<file path="src/rtl/tpu_pkg.sv">
// Shared definitions for the loss-stage feeder: default word width,
// default target-memory depth and the pass-level state encoding.
package tpu_pkg;

    localparam int TPU_DATA_W    = 16;
    localparam int TPU_MAX_BATCH = 8;

    typedef enum logic [1:0] {
        IDLE = 2'd0,
        RUN  = 2'd1,
        DONE = 2'd2
    } state_t;

endpackage

</file>
<file path="src/rtl/column_tracker.sv">
// Per-column tracker: walks a row pointer through the target memory,
// pairs each accepted activation with its target one cycle later and
// flags valids that arrive when the column cannot take them.
module column_tracker
    import tpu_pkg::*;
#(
    parameter int DATA_W    = TPU_DATA_W,
    parameter int MAX_BATCH = TPU_MAX_BATCH,
    localparam int PTR_W    = $clog2(MAX_BATCH)
) (
    input  logic                     clk,
    input  logic                     rst,
    input  logic                     active,
    input  logic                     clear,
    input  logic [PTR_W:0]           size,
    input  logic signed [DATA_W-1:0] h_in,
    input  logic                     vld_in,
    input  logic signed [DATA_W-1:0] y_rd,
    output logic [PTR_W-1:0]         ptr,
    output logic                     col_done,
    output logic signed [DATA_W-1:0] h_out,
    output logic signed [DATA_W-1:0] y_out,
    output logic                     vld_out,
    output logic                     overrun
);

    logic signed [DATA_W-1:0] h_p1;
    logic signed [DATA_W-1:0] y_p1;
    logic                     vld_p1;
    logic                     accept;
    logic [PTR_W:0]           last_idx;

    // A sample is taken only while the pass runs and this column still owes rows;
    // anything else on the valid line is an overrun.
    assign accept   = vld_in & active & ~col_done;
    assign overrun  = vld_in & ~(active & ~col_done);
    assign last_idx = size - 1'b1;

    // Pointer/done bookkeeping plus the single output stage; data holds when no sample is accepted.
    always_ff @(posedge clk or negedge rst) begin
        if (!rst) begin
            ptr      <= '0;
            col_done <= 1'b0;
            vld_p1   <= 1'b0;
            h_p1     <= '0;
            y_p1     <= '0;
        end else begin
            // stage p0 -> p1: capture activation with its target
            vld_p1 <= accept;
            if (accept) begin
                h_p1 <= h_in;
                y_p1 <= y_rd;
            end
            if (clear) begin
                ptr      <= '0;
                col_done <= 1'b0;
            end else if (accept) begin
                ptr <= ptr + 1'b1;
                if ({1'b0, ptr} == last_idx) begin
                    col_done <= 1'b1;
                end
            end
        end
    end

    assign h_out   = h_p1;
    assign y_out   = y_p1;
    assign vld_out = vld_p1;

endmodule

</file>
<file path="src/rtl/loss_target_feeder.sv">
// Holds one batch of targets per output column and presents aligned
// activation/target/valid triples to the two loss columns. Each column
// owns its own pointer so the array's inter-column skew is preserved.
module loss_target_feeder
    import tpu_pkg::*;
#(
    parameter int DATA_W    = TPU_DATA_W,
    parameter int MAX_BATCH = TPU_MAX_BATCH,
    localparam int PTR_W    = $clog2(MAX_BATCH)
) (
    input  logic                     clk,
    input  logic                     rst,
    input  logic                     load_en,
    input  logic [PTR_W-1:0]         load_row,
    input  logic signed [DATA_W-1:0] load_y1,
    input  logic signed [DATA_W-1:0] load_y2,
    input  logic [PTR_W:0]           batch_size_in,
    input  logic                     start,
    input  logic signed [DATA_W-1:0] H_1_in,
    input  logic signed [DATA_W-1:0] H_2_in,
    input  logic                     valid_1_in,
    input  logic                     valid_2_in,
    output logic signed [DATA_W-1:0] H_1_out,
    output logic signed [DATA_W-1:0] Y_1_out,
    output logic                     valid_1_out,
    output logic signed [DATA_W-1:0] H_2_out,
    output logic signed [DATA_W-1:0] Y_2_out,
    output logic                     valid_2_out,
    output logic                     busy,
    output logic                     done,
    output logic                     err_overrun,
    output logic                     err_cfg
);

    localparam logic [PTR_W:0] MAX_SIZE = (PTR_W+1)'(MAX_BATCH);

    state_t                   state;
    logic [PTR_W:0]           size_q;
    logic signed [DATA_W-1:0] mem_y1 [MAX_BATCH];
    logic signed [DATA_W-1:0] mem_y2 [MAX_BATCH];

    logic                     in_idle;
    logic                     size_ok;
    logic                     start_ok;
    logic                     start_bad;
    logic                     load_ok;
    logic [PTR_W-1:0]         ptr_1;
    logic [PTR_W-1:0]         ptr_2;
    logic                     col_done_1;
    logic                     col_done_2;
    logic                     ovr_1;
    logic                     ovr_2;
    logic signed [DATA_W-1:0] y_rd_1;
    logic signed [DATA_W-1:0] y_rd_2;

    assign in_idle   = (state == IDLE);
    assign size_ok   = (batch_size_in != '0) && (batch_size_in <= MAX_SIZE);
    assign start_ok  = start & in_idle & size_ok;
    assign start_bad = start & in_idle & ~size_ok;
    assign load_ok   = load_en & in_idle & ({1'b0, load_row} < MAX_SIZE);

    // Target memory: written only in IDLE, deliberately not cleared by reset.
    always_ff @(posedge clk) begin
        if (load_ok) begin
            mem_y1[load_row] <= load_y1;
            mem_y2[load_row] <= load_y2;
        end
    end

    assign y_rd_1 = mem_y1[ptr_1];
    assign y_rd_2 = mem_y2[ptr_2];

    // Pass sequencing with registered busy/done and sticky error flags.
    always_ff @(posedge clk or negedge rst) begin
        if (!rst) begin
            state       <= IDLE;
            size_q      <= '0;
            busy        <= 1'b0;
            done        <= 1'b0;
            err_cfg     <= 1'b0;
            err_overrun <= 1'b0;
        end else begin
            case (state)
                IDLE: begin
                    done <= 1'b0;
                    if (start_ok) begin
                        state   <= RUN;
                        busy    <= 1'b1;
                        size_q  <= batch_size_in;
                        err_cfg <= 1'b0;
                    end else if (start_bad) begin
                        err_cfg <= 1'b1;
                    end
                end
                RUN: begin
                    if (col_done_1 && col_done_2) begin
                        state <= DONE;
                        busy  <= 1'b0;
                        done  <= 1'b1;
                    end
                end
                DONE: begin
                    state <= IDLE;
                    done  <= 1'b0;
                end
                default: begin
                    state <= IDLE;
                    busy  <= 1'b0;
                    done  <= 1'b0;
                end
            endcase
            // a legal start wins over an overrun seen in the same cycle
            if (start_ok) begin
                err_overrun <= 1'b0;
            end else if (ovr_1 || ovr_2) begin
                err_overrun <= 1'b1;
            end
        end
    end

    column_tracker #(
        .DATA_W    (DATA_W),
        .MAX_BATCH (MAX_BATCH)
    ) u_col_1 (
        .clk      (clk),
        .rst      (rst),
        .active   (state == RUN),
        .clear    (start_ok),
        .size     (size_q),
        .h_in     (H_1_in),
        .vld_in   (valid_1_in),
        .y_rd     (y_rd_1),
        .ptr      (ptr_1),
        .col_done (col_done_1),
        .h_out    (H_1_out),
        .y_out    (Y_1_out),
        .vld_out  (valid_1_out),
        .overrun  (ovr_1)
    );

    column_tracker #(
        .DATA_W    (DATA_W),
        .MAX_BATCH (MAX_BATCH)
    ) u_col_2 (
        .clk      (clk),
        .rst      (rst),
        .active   (state == RUN),
        .clear    (start_ok),
        .size     (size_q),
        .h_in     (H_2_in),
        .vld_in   (valid_2_in),
        .y_rd     (y_rd_2),
        .ptr      (ptr_2),
        .col_done (col_done_2),
        .h_out    (H_2_out),
        .y_out    (Y_2_out),
        .vld_out  (valid_2_out),
        .overrun  (ovr_2)
    );

endmodule
</file>
<file path="config.mk">
export PLATFORM = sky130hd
export DESIGN_NAME = loss_target_feeder
export DESIGN_NICKNAME = d
export VERILOG_FILES = /design/src/rtl/tpu_pkg.sv /design/src/rtl/column_tracker.sv /design/src/rtl/loss_target_feeder.sv
export SDC_FILE = /design/constraint.sdc
export NUM_CORES = 1
export LEC_CHECK = 0
export ABC_AREA = 1
export CAP_MARGIN = 15
export CORE_ASPECT_RATIO = 1.25
export CORE_UTILIZATION = 68
export DETAILED_ROUTE_END_ITERATION = 12
export DONT_BUFFER_PORTS = 1
export PLACE_DENSITY = 0.84
export SKIP_CTS_REPAIR_TIMING = 1
export SLEW_MARGIN = 20
export SYNTH_ARGS = -nofsm -noshare
export SYNTH_HDL_FRONTEND = slang
export SYNTH_SLANG_ARGS = --single-unit
</file>
<file path="constraint.sdc">
create_clock -name clk -period 4.4 [get_ports clk]
set_input_delay 0 -clock clk [delete_from_list [all_inputs] [get_ports clk]]
set_output_delay 0 -clock clk [all_outputs]
set_load 0.005 [all_outputs]
</file>
==> impl_metrics.yaml, run 1 <==
worst_setup_path:
  end_kind: "register"
  worst_path_dominant_cell_family: "flip-flops"
  critical_path_class: "reg -> reg"
  crit_chain: "clkinv_1, nand3_1, nand2_1, nand3_1, a21oi_1"
  crit_arrival_ps: 2950
  slowest_delay_ps: 950
  crit_top_cell: "nand3_1"
  worstPathRequired_ps: 4820
  critPathBufInv: 1
  slowest_stage: "dfrtp_1"
  path_max_fanout: 19
  startpoint_type: "register"
status:
  failed_checks: "hold timing"
  status: "finished with violations"
power:
  p_seq_share_pct: 46.1
  p_clk_share_pct: 28.7
  power_leakage_nw: 6.116
  p_int_w: 0.006308
  share_comb_of_total_power_pct: 25.2
  power.density_nw_per_um2: 618.5
  switching_share_pct: 34.34
  ir_worst_vdd_mv: 0.4912
  p_sw_w: 0.003299
yosys:
  synth_cell_types: 24
  synth_top_area_share_pct: 56.72
  yosysMostFrequentCell: "nand2_1"
  syn_nets: 1257
  synth_area_leaders: "edfxtp_1, dfrtp_1, nand2_1"
  synth_area_um2: 13550
  synth_area_leader_cell: "edfxtp_1"
  synthFlopType: "edfxtp_1"
  synth_common_cells: "nand2_1, edfxtp_1, nor2_1"
  seq_area_frac_synth_pct: 72.22
  ys_seq_elements: 340
  synth_edf_count: 256
  synth_cells: 1177
  asyncSetResetFlopFracSynth_pct: 24.71
  yosys_warnings: 0
  avgSynthCellArea_um2: 11.52
clocking:
  numCtsBuffers: 31
  tritoncts: "built"
  cts.sinks: 340
  clockRootBuffer: "clkbuf_16"
  clkSlewWorstSetupHoldPaths_ps: 60
  cts_buffer_depth: 3
  htreeDepth: 1
  clkLatencyLatePin_ps: 560
floorplan:
  io_pins: 147
  die_w_um: 128.3
  initial_core_util_pct: 69.62
  die_area_um2: 20510
  die_h_um: 159.9
  std_cell_rows: 57
  core_area_um2: 19470
placed_design:
  dp_slack_ps: 2067
  post_dp_cell_area_um2: 13720
  place.port_buffers: 0
  gp_congestion: 0.7844
  hpwl_mm: 16.10
grt:
  antenna_found_initial: 0
  grt_pass1_wl_mm: 44.68
  first_global_vias: 8782
  grt-ovfl-total: 0
  grt_max_degree: 85
  track_usage_pct: 28.51
cells_and_area:
  seq_area_um2: 9792
  multi_input_area_um2: 3161
  fin_area_um2: 15530
  final_layout_size_suffix_gt1_share_pct: 6.190
  post-route-util_pct: 79.78
  fillCellCount: 1060
  final_nets: 1316
  syn_to_final_growth_pct: 14.59
  num_antenna_cells: 0
timing:
  rsz0062_at_grt: "false"
  timing.hold.ws_ps: -20.76
  fin_crit_sh_pct: 57.41
  setup_violations: 0
  maxSlewViolCount: 0
  setup_ws_ps: 1874
  relSlewSlack_pct: 24.56
  period_needed_ps: 2526
  timing.fmax_mhz: 395.9
  hold_viol_final: 22
  skew_ps: 13.58
  tightest_slew_ps: 1132
  fin_setup_tns_ps: 0
drt:
  drt-pass1-iter-count: 6
  drt_iter0_markers: 1036
  antenna_left: 0
  routed_via_density: 5.974
  vias: 9110
  routed_wl_mm: 31.28
  drcViolationCount: 0
  routedWlPerCell_um: 20.51
flow_run:
  cap_violations: 0
min_path:
  hp-class: "in -> reg"
flip-flops by register name, indices dropped and copies added, names as in the netlist:
register	count
u_col_1.vld_out	1
u_col_2.vld_out	1
u_col_2.ptr	3
err_overrun	1
done	1
u_col_2.y_out	16
busy	1
u_col_2.h_out	16
state	2
mem_y1	128
u_col_2.col_done	1
size_q	4
u_col_1.y_out	16
err_cfg	1
u_col_1.h_out	16
mem_y2	128
u_col_1.col_done	1
u_col_1.ptr	3
final cells by class:
class	instances	share of cell area, %
clock buffer	39	5.317
clock inverter	18	1.361
inverter	92	2.223
multi-input combinational	685	20.35
sequential	340	63.04
tap	265	2.135
timing repair buffer	86	5.574
worst register-to-register path, cell delays in order (launching register included):
cell and delay (ps):
dfrtp_1 950, clkinv_1 870, nand3_1 310, nand2_1 90, nand3_1 100, a21oi_1 70
per-layer routing:
layer	global-route usage, %	part of all wire [%]	vias to the layer above
met5	0	0	-
met3	5.628	7.9	114
met1	34.11	35	4392
li1	-	-	4122
met2	50.57	54	482
met4	10.96	3.4	0
power by group through the flow:
stage | combinational [W] | clock [W] | sequential (W)
after floorplan | 0.00197 | 0 | 0.00419
after global placement | 0.00209 | 0 | 0.00446
after detailed placement | 0.00220 | 0 | 0.00447
after CTS | 0.00222 | 0.00275 | 0.00441
after global routing | 0.00272 | 0.00288 | 0.00448
final | 0.00242 | 0.00275 | 0.00443
kinds of logic after synthesis:
| family | Yosys count | synth area share [%] |
|---|---|---|
| DFF | 340 | 72.22 |
| and+or+nand+nor | 540 | 16.27 |
| AOI/OAI and AO/OA | 142 | 6.333 |
| buffers and inverters | 152 | 4.902 |
| adders and majority gates | 3 | 0.2770 |
path summary, 6_finish.rpt:
| path | from | to | slack, ps | depth (start not counted) |
|---|---|---|---|---|
| setup / recovery | u_col_2.ptr[2]$_DFFE_PN0P_ | u_col_2.col_done$_DFFE_PN0P_ | 1870 | 5 |
| hold / removal | valid_2_in | u_col_2.y_out[10]$_DFFE_PN0P_ | -20 | 3 |
| setup reg to reg | u_col_2.ptr[2]$_DFFE_PN0P_ | u_col_2.col_done$_DFFE_PN0P_ | 1870 | 5 |
| hold reg to reg | state[0]$_DFFE_PN0P_ | busy$_DFFE_PN0P_ | 510 | 1 |
| max in group asynchronous | rst | u_col_1.ptr[0]$_DFFE_PN0P_ | 3980 | 2 |
| min in group asynchronous | rst | u_col_1.y_out[9]$_DFFE_PN0P_ | 10 | 2 |
layout by cell type (no fill, tap or decap):
cell,n
nand4_1,1
buf_16,1
clkinv_2,7
o211ai_1,58
dfrtp_1,82
ha_1,3
o21ai_0,74
nand2_1,266
nand3_1,105
edfxtp_1,256
clkinv_1,7
inv_2,7
bufinv_16,5
o21ai_1,5
clkinvlp_4,1
buf_4,9
nor2_4,9
nor2_1,154
inv_1,83
clkbuf_16,31
clkbuf_8,2
nand3_4,2
nand3_2,1
dfrtp_2,2
dlygate4sd3_1,75
nor3_1,2
a22oi_1,1
a21oi_1,4
clkbuf_1,6
buf_12,1
per-stage QoR:
| step | hold slack (ps) | power [W] | std cells |
|---|---|---|---|
| after floorplan | -295.6 | 0.006155 | 1177 |
| after global placement | -294.1 | 0.006556 | 1391 |
| after detailed placement | -294.5 | 0.006673 | 1392 |
| after CTS | -873.8 | 0.009383 | 1449 |
| after global routing | 4.458 | 0.01009 | 1525 |
| final | -20.76 | 0.009607 | 1525 |
No activity file was read; power rests on OpenSTA's default activity.
==> inputs of run 2 (changes only) <==
--- a/config.mk
+++ b/config.mk
@@ -8,10 +8,10 @@
 export ABC_AREA = 1
 export CAP_MARGIN = 15
 export CORE_ASPECT_RATIO = 1.25
-export CORE_UTILIZATION = 68
+export CORE_UTILIZATION = 57
 export DETAILED_ROUTE_END_ITERATION = 12
 export DONT_BUFFER_PORTS = 1
-export PLACE_DENSITY = 0.84
+export PLACE_DENSITY = 0.75
 export SKIP_CTS_REPAIR_TIMING = 1
 export SLEW_MARGIN = 20
 export SYNTH_ARGS = -nofsm -noshare
==> constraint.sdc (replaced) <==
create_clock -name clk -period 2.26 [get_ports clk]
set_input_delay 0 -clock clk [delete_from_list [all_inputs] [get_ports clk]]
set_output_delay 0 -clock clk [all_outputs]
set_load 0.005 [all_outputs]
==> impl_metrics.yaml, run 2 (synthesis results as in run 1) <==
timing:
  tightest_slew_ps: 759.7
  relSlewSlack_pct: 49.04
  rsz0062_at_grt: "false"
  skew_ps: 11.70
  hold_viol_final: 3
  period_needed_ps: 1836
  setup_violations: 0
  maxSlewViolCount: 0
  timing.hold.ws_ps: -8.040
  setup_ws_ps: 423.8
  fin_crit_sh_pct: 81.25
  fin_setup_tns_ps: 0
  timing.fmax_mhz: 544.6
clocking:
  htreeDepth: 1
  clkLatencyLatePin_ps: 550
  clockRootBuffer: "clkbuf_16"
  clkSlewWorstSetupHoldPaths_ps: 70
  cts.sinks: 340
  cts_buffer_depth: 3
  tritoncts: "built"
  numCtsBuffers: 31
worst_setup_path:
  path_max_fanout: 4
  end_kind: "register"
  startpoint_type: "register"
  critical_path_class: "reg -> reg"
  reg2regPathDepth: 7
  crit_arrival_ps: 2270
  worstPathRequired_ps: 2690
power:
  power.density_nw_per_um2: 1170
  p_int_w: 0.01224
  share_comb_of_total_power_pct: 27.9
  switching_share_pct: 33.51
  power_leakage_nw: 6.192
  p_clk_share_pct: 27.0
  p_seq_share_pct: 45.0
  ir_worst_vdd_mv: 0.8643
  p_total_w: 0.01841
  p_sw_w: 0.006170
cells_and_area:
  final_cell_mix: "nand2_1, edfxtp_1, nor2_1"
  final_layout_size_suffix_gt1_share_pct: 7.132
  largestRegisters: "mem_y1: 128 flops, mem_y2: 128 flops"
  final_nets: 1332
  final_common_cell: "nand2_1"
  post-route-util_pct: 67.86
  syn_to_final_growth_pct: 16.12
  num_antenna_cells: 0
drt:
  routedWlPerCell_um: 18.72
  drt-pass1-iter-count: 7
  drt_iter0_markers: 790
  routed_wl_mm: 29.28
  antenna_left: 0
  vias: 8708
  drcViolationCount: 0
  routed_via_density: 5.568
status:
  failed_checks: "hold timing"
  status: "finished with violations"
placed_design:
  dp_slack_ps: 498.5
  gp_congestion: 0.7797
  hpwl_mm: 15.87
  place.port_buffers: 0
grt:
  track_usage_pct: 23.36
  first_global_vias: 8349
  antenna_found_initial: 0
  grt_max_degree: 97
  grt-ovfl-total: 0
  grt_pass1_wl_mm: 43.81
flow_run:
  cap_violations: 0
floorplan:
  std_cell_rows: 62
  io_pins: 147
  initial_core_util_pct: 58.44
  die_area_um2: 24400
  core_area_um2: 23190
  die_h_um: 174.4
  die_w_um: 139.9
min_path:
  hp-class: "in -> async"
-- run 2: layer usage --
layer	vias up	global-route usage [%]	part of all wire, %
met5	-	0	0
met1	4194	28.10	38
li1	4166	-	-
met3	68	3.857	6.1
met4	0	8.974	2.8
met2	280	41.94	53
-- run 2: worst max-delay path: stages, from the launching register on --
cell	delay, ps
dfrtp_1	410
nor2_4	200
inv_1	100
o21ai_0	150
nand2_1	70
dlygate4sd3_1	560
o21ai_0	150
inv_1	70
-- run 2: cell type report --
class,instances,area (um^2)
Multi-Input combinational cell,685,3161
Clock inverter,5,48.80
Sequential cell,340,9792
Fill cell,1587,7456
Inverter,92,345.3
Tap cell,288,360.3
Clock buffer,52,925.9
Timing Repair Buffer,102,1106
-- run 2: power by group through the flow --
stage                     registers [W]  logic (W)  clock network (W)
final                           0.00829    0.00514            0.00498
after global placement          0.00839    0.00472                  0
after floorplan                 0.00815    0.00383                  0
after detailed placement        0.00841    0.00488                  0
after global routing            0.00838    0.00582            0.00527
after CTS                       0.00830    0.00492            0.00505
-- run 2: per-stage QoR --
step           hold slack [ps]  cells  area, um^2
2_1_floorplan           -295.6   1177       13550
3_3_place_gp            -294.0   1433       14010
3_5_place_dp            -294.0   1433       14010
4_1_cts                 -869.7   1490       14980
5_1_grt                  15.53   1564       15740
6_report                -8.040   1564       15740
-- run 2: path summary, 6_finish.rpt --
check / to / slack, ps / start
max: err_overrun$_DFFE_PN0P_ / 420 / state[1]$_DFFE_PN0P_
min: u_col_1.y_out[5]$_DFFE_PN0P_ / -8 / rst
max reg2reg: err_overrun$_DFFE_PN0P_ / 420 / state[1]$_DFFE_PN0P_
min reg2reg: u_col_1.y_out[12]$_DFFE_PN0P_ / 500 / u_col_1.y_out[12]$_DFFE_PN0P_
max in group asynchronous: u_col_2.ptr[0]$_DFFE_PN0P_ / 1830 / rst
min in group clk: mem_y1[6][14]$_DFFE_PP_ / 40 / load_row[2]
==> inputs of run 3 (changes only) <==
--- a/config.mk
+++ b/config.mk
@@ -8,10 +8,10 @@
 export ABC_AREA = 1
 export CAP_MARGIN = 15
 export CORE_ASPECT_RATIO = 1.25
-export CORE_UTILIZATION = 57
+export CORE_UTILIZATION = 63
 export DETAILED_ROUTE_END_ITERATION = 12
 export DONT_BUFFER_PORTS = 1
-export PLACE_DENSITY = 0.75
+export PLACE_DENSITY = 0.79
 export SKIP_CTS_REPAIR_TIMING = 1
 export SLEW_MARGIN = 20
 export SYNTH_ARGS = -nofsm -noshare
==> constraint.sdc (replaced) <==
create_clock -name clk -period 1.8 [get_ports clk]
set_input_delay 0 -clock clk [delete_from_list [all_inputs] [get_ports clk]]
set_output_delay 0 -clock clk [all_outputs]
set_load 0.005 [all_outputs]
==> impl_metrics.yaml, run 3 (synthesis results as in run 1) <==
grt:
  first_global_vias: 8901
  grt_max_degree: 94
  antenna_found_initial: 0
  grt_pass1_wl_mm: 46.67
  track_usage_pct: 27.27
  grt-ovfl-total: 0
timing:
  relSlewSlack_pct: 70.72
  maxSlewViolCount: 0
  period_needed_ps: 1663
  skew_ps: 19.50
  fin_crit_sh_pct: 92.41
  hold_viol_final: 0
  rsz0062_at_grt: "false"
  tightest_slew_ps: 439.2
  setup_ws_ps: 136.6
  timing.fmax_mhz: 601.2
  setup_violations: 0
min_path:
  hp-class: "in -> reg"
drt:
  routed_wl_mm: 31.27
  routedWlPerCell_um: 20.02
  drt_iter0_markers: 854
  drcViolationCount: 0
  drt-pass1-iter-count: 5
  routed_via_density: 5.832
  vias: 9109
  antenna_left: 0
cells_and_area:
  final_nets: 1344
  final_common_cell: "nand2_1"
  num_antenna_cells: 0
  final_layout_size_suffix_gt1_share_pct: 9.006
  syn_to_final_growth_pct: 18.13
  largestRegisters: "mem_y1: 128 flops, mem_y2: 128 flops"
  final_cell_mix: "nand2_1, edfxtp_1, nor2_1"
  finalNonFillerCells: 1562
  fin_area_um2: 16010
  post-route-util_pct: 76.37
worst_setup_path:
  slowest_delay_ps: 400
  path_max_fanout: 10
  crit_chain: "inv_2, nand2_1, nor2_2, nand2_1, buf_4, nor2_4, buf_4"
  end_kind: "register"
  startpoint_type: "register"
  crit_arrival_ps: 1920
  slowest_stage: "dfrtp_1"
  critical_path_class: "reg -> reg"
  worstPathRequired_ps: 2050
floorplan:
  core_area_um2: 20970
  initial_core_util_pct: 64.65
  io_pins: 147
  die_h_um: 166.0
  std_cell_rows: 59
  die_area_um2: 22110
  die_w_um: 133.2
placed_design:
  hpwl_mm: 18.27
  dp.cells: 1432
  dp_slack_ps: 13.09
  gp_congestion: 0.8361
  place.port_buffers: 0
  post_dp_cell_area_um2: 14160
power:
  p_sw_w: 0.008127
  share_comb_of_total_power_pct: 28.2
  p_clk_share_pct: 28.7
  p_seq_share_pct: 43.2
  p_total_w: 0.02413
  p_int_w: 0.01601
  ir_worst_vdd_mv: 1.244
  power_leakage_nw: 6.338
  switching_share_pct: 33.67
  power.density_nw_per_um2: 1507
clocking:
  cts_buffer_depth: 3
  numCtsBuffers: 31
  clkLatencyLatePin_ps: 560
  cts.sinks: 340
  htreeDepth: 1
  clockRootBuffer: "clkbuf_16"
  tritoncts: "built"
  clkSlewWorstSetupHoldPaths_ps: 70
status:
  status: "finished clean"
flow_run:
  cap_violations: 0
==> run 3: changes by cell type in the layout (fill, tap and decap cells not counted), moves of 2 or more <==
cell,change
buf_12,+6
buf_4,+7
bufinv_16,+2
clkbuf_1,-10
clkbuf_4,+2
clkbuf_8,+3
clkinvlp_4,+2
==> run 3: layer usage <==
layer  share of wire [%]  up-vias  wire length [um]  GRT usage (%)
met5                   0        -                 0              0
met4                 3.4        0              1070          10.42
met3                 6.0       91              1864          3.968
met2                  54      384             16920          48.62
met1                  36     4455             11410          33.59
li1                    -     4179                 -              -
==> run 3: critical path: cells and delay by family, from the launching register on <==
family | cells | cell delay [ps]
simple gates | 4 | 450
buf+inv | 3 | 500
flops | 1 | 400
==> run 3: path summary, 6_finish.rpt <==
check / from / depth (start not counted) / slack [ps] / end
max: state[0]$_DFFE_PN0P_ / 7 / 140 / mem_y1[2][13]$_DFFE_PP_
min: load_row[2] / 3 / 10 / mem_y2[5][15]$_DFFE_PP_
max reg2reg: state[0]$_DFFE_PN0P_ / 7 / 140 / mem_y1[2][13]$_DFFE_PP_
min reg2reg: u_col_1.y_out[8]$_DFFE_PN0P_ / 2 / 510 / u_col_1.y_out[8]$_DFFE_PN0P_
max in group asynchronous: rst / 2 / 1380 / u_col_2.ptr[0]$_DFFE_PN0P_
min in group asynchronous: rst / 2 / 60 / u_col_1.y_out[15]$_DFFE_PN0P_
==> run 3: cell type report <==
class	count	area [um^2]
flip-flops and latches	340	9792
inverters	92	345.3
well taps	274	342.8
repair buffers	114	1269
clock buffers	48	969.7
clock inverters	9	127.6
fillers	1207	4954
multi-input cells	685	3166
==> run 3: power groups by stage <==
stage	registers, W	logic (W)	clock network, W
after detailed placement	0.0105	0.00634	0
after floorplan	0.0102	0.00482	0
after global routing	0.0105	0.00761	0.00727
after CTS	0.0104	0.00645	0.00695
final	0.0104	0.00680	0.00692
after global placement	0.0105	0.00609	0
==> run 3: metrics by stage <==
step	TNS, ps	hold WS [ps]
4_1_cts	-1087	-879.6
5_1_grt	0	15.85
3_3_place_gp	0	-294.1
3_5_place_dp	0	-294.1
6_report	0	9.970
2_1_floorplan	-56240	-295.6
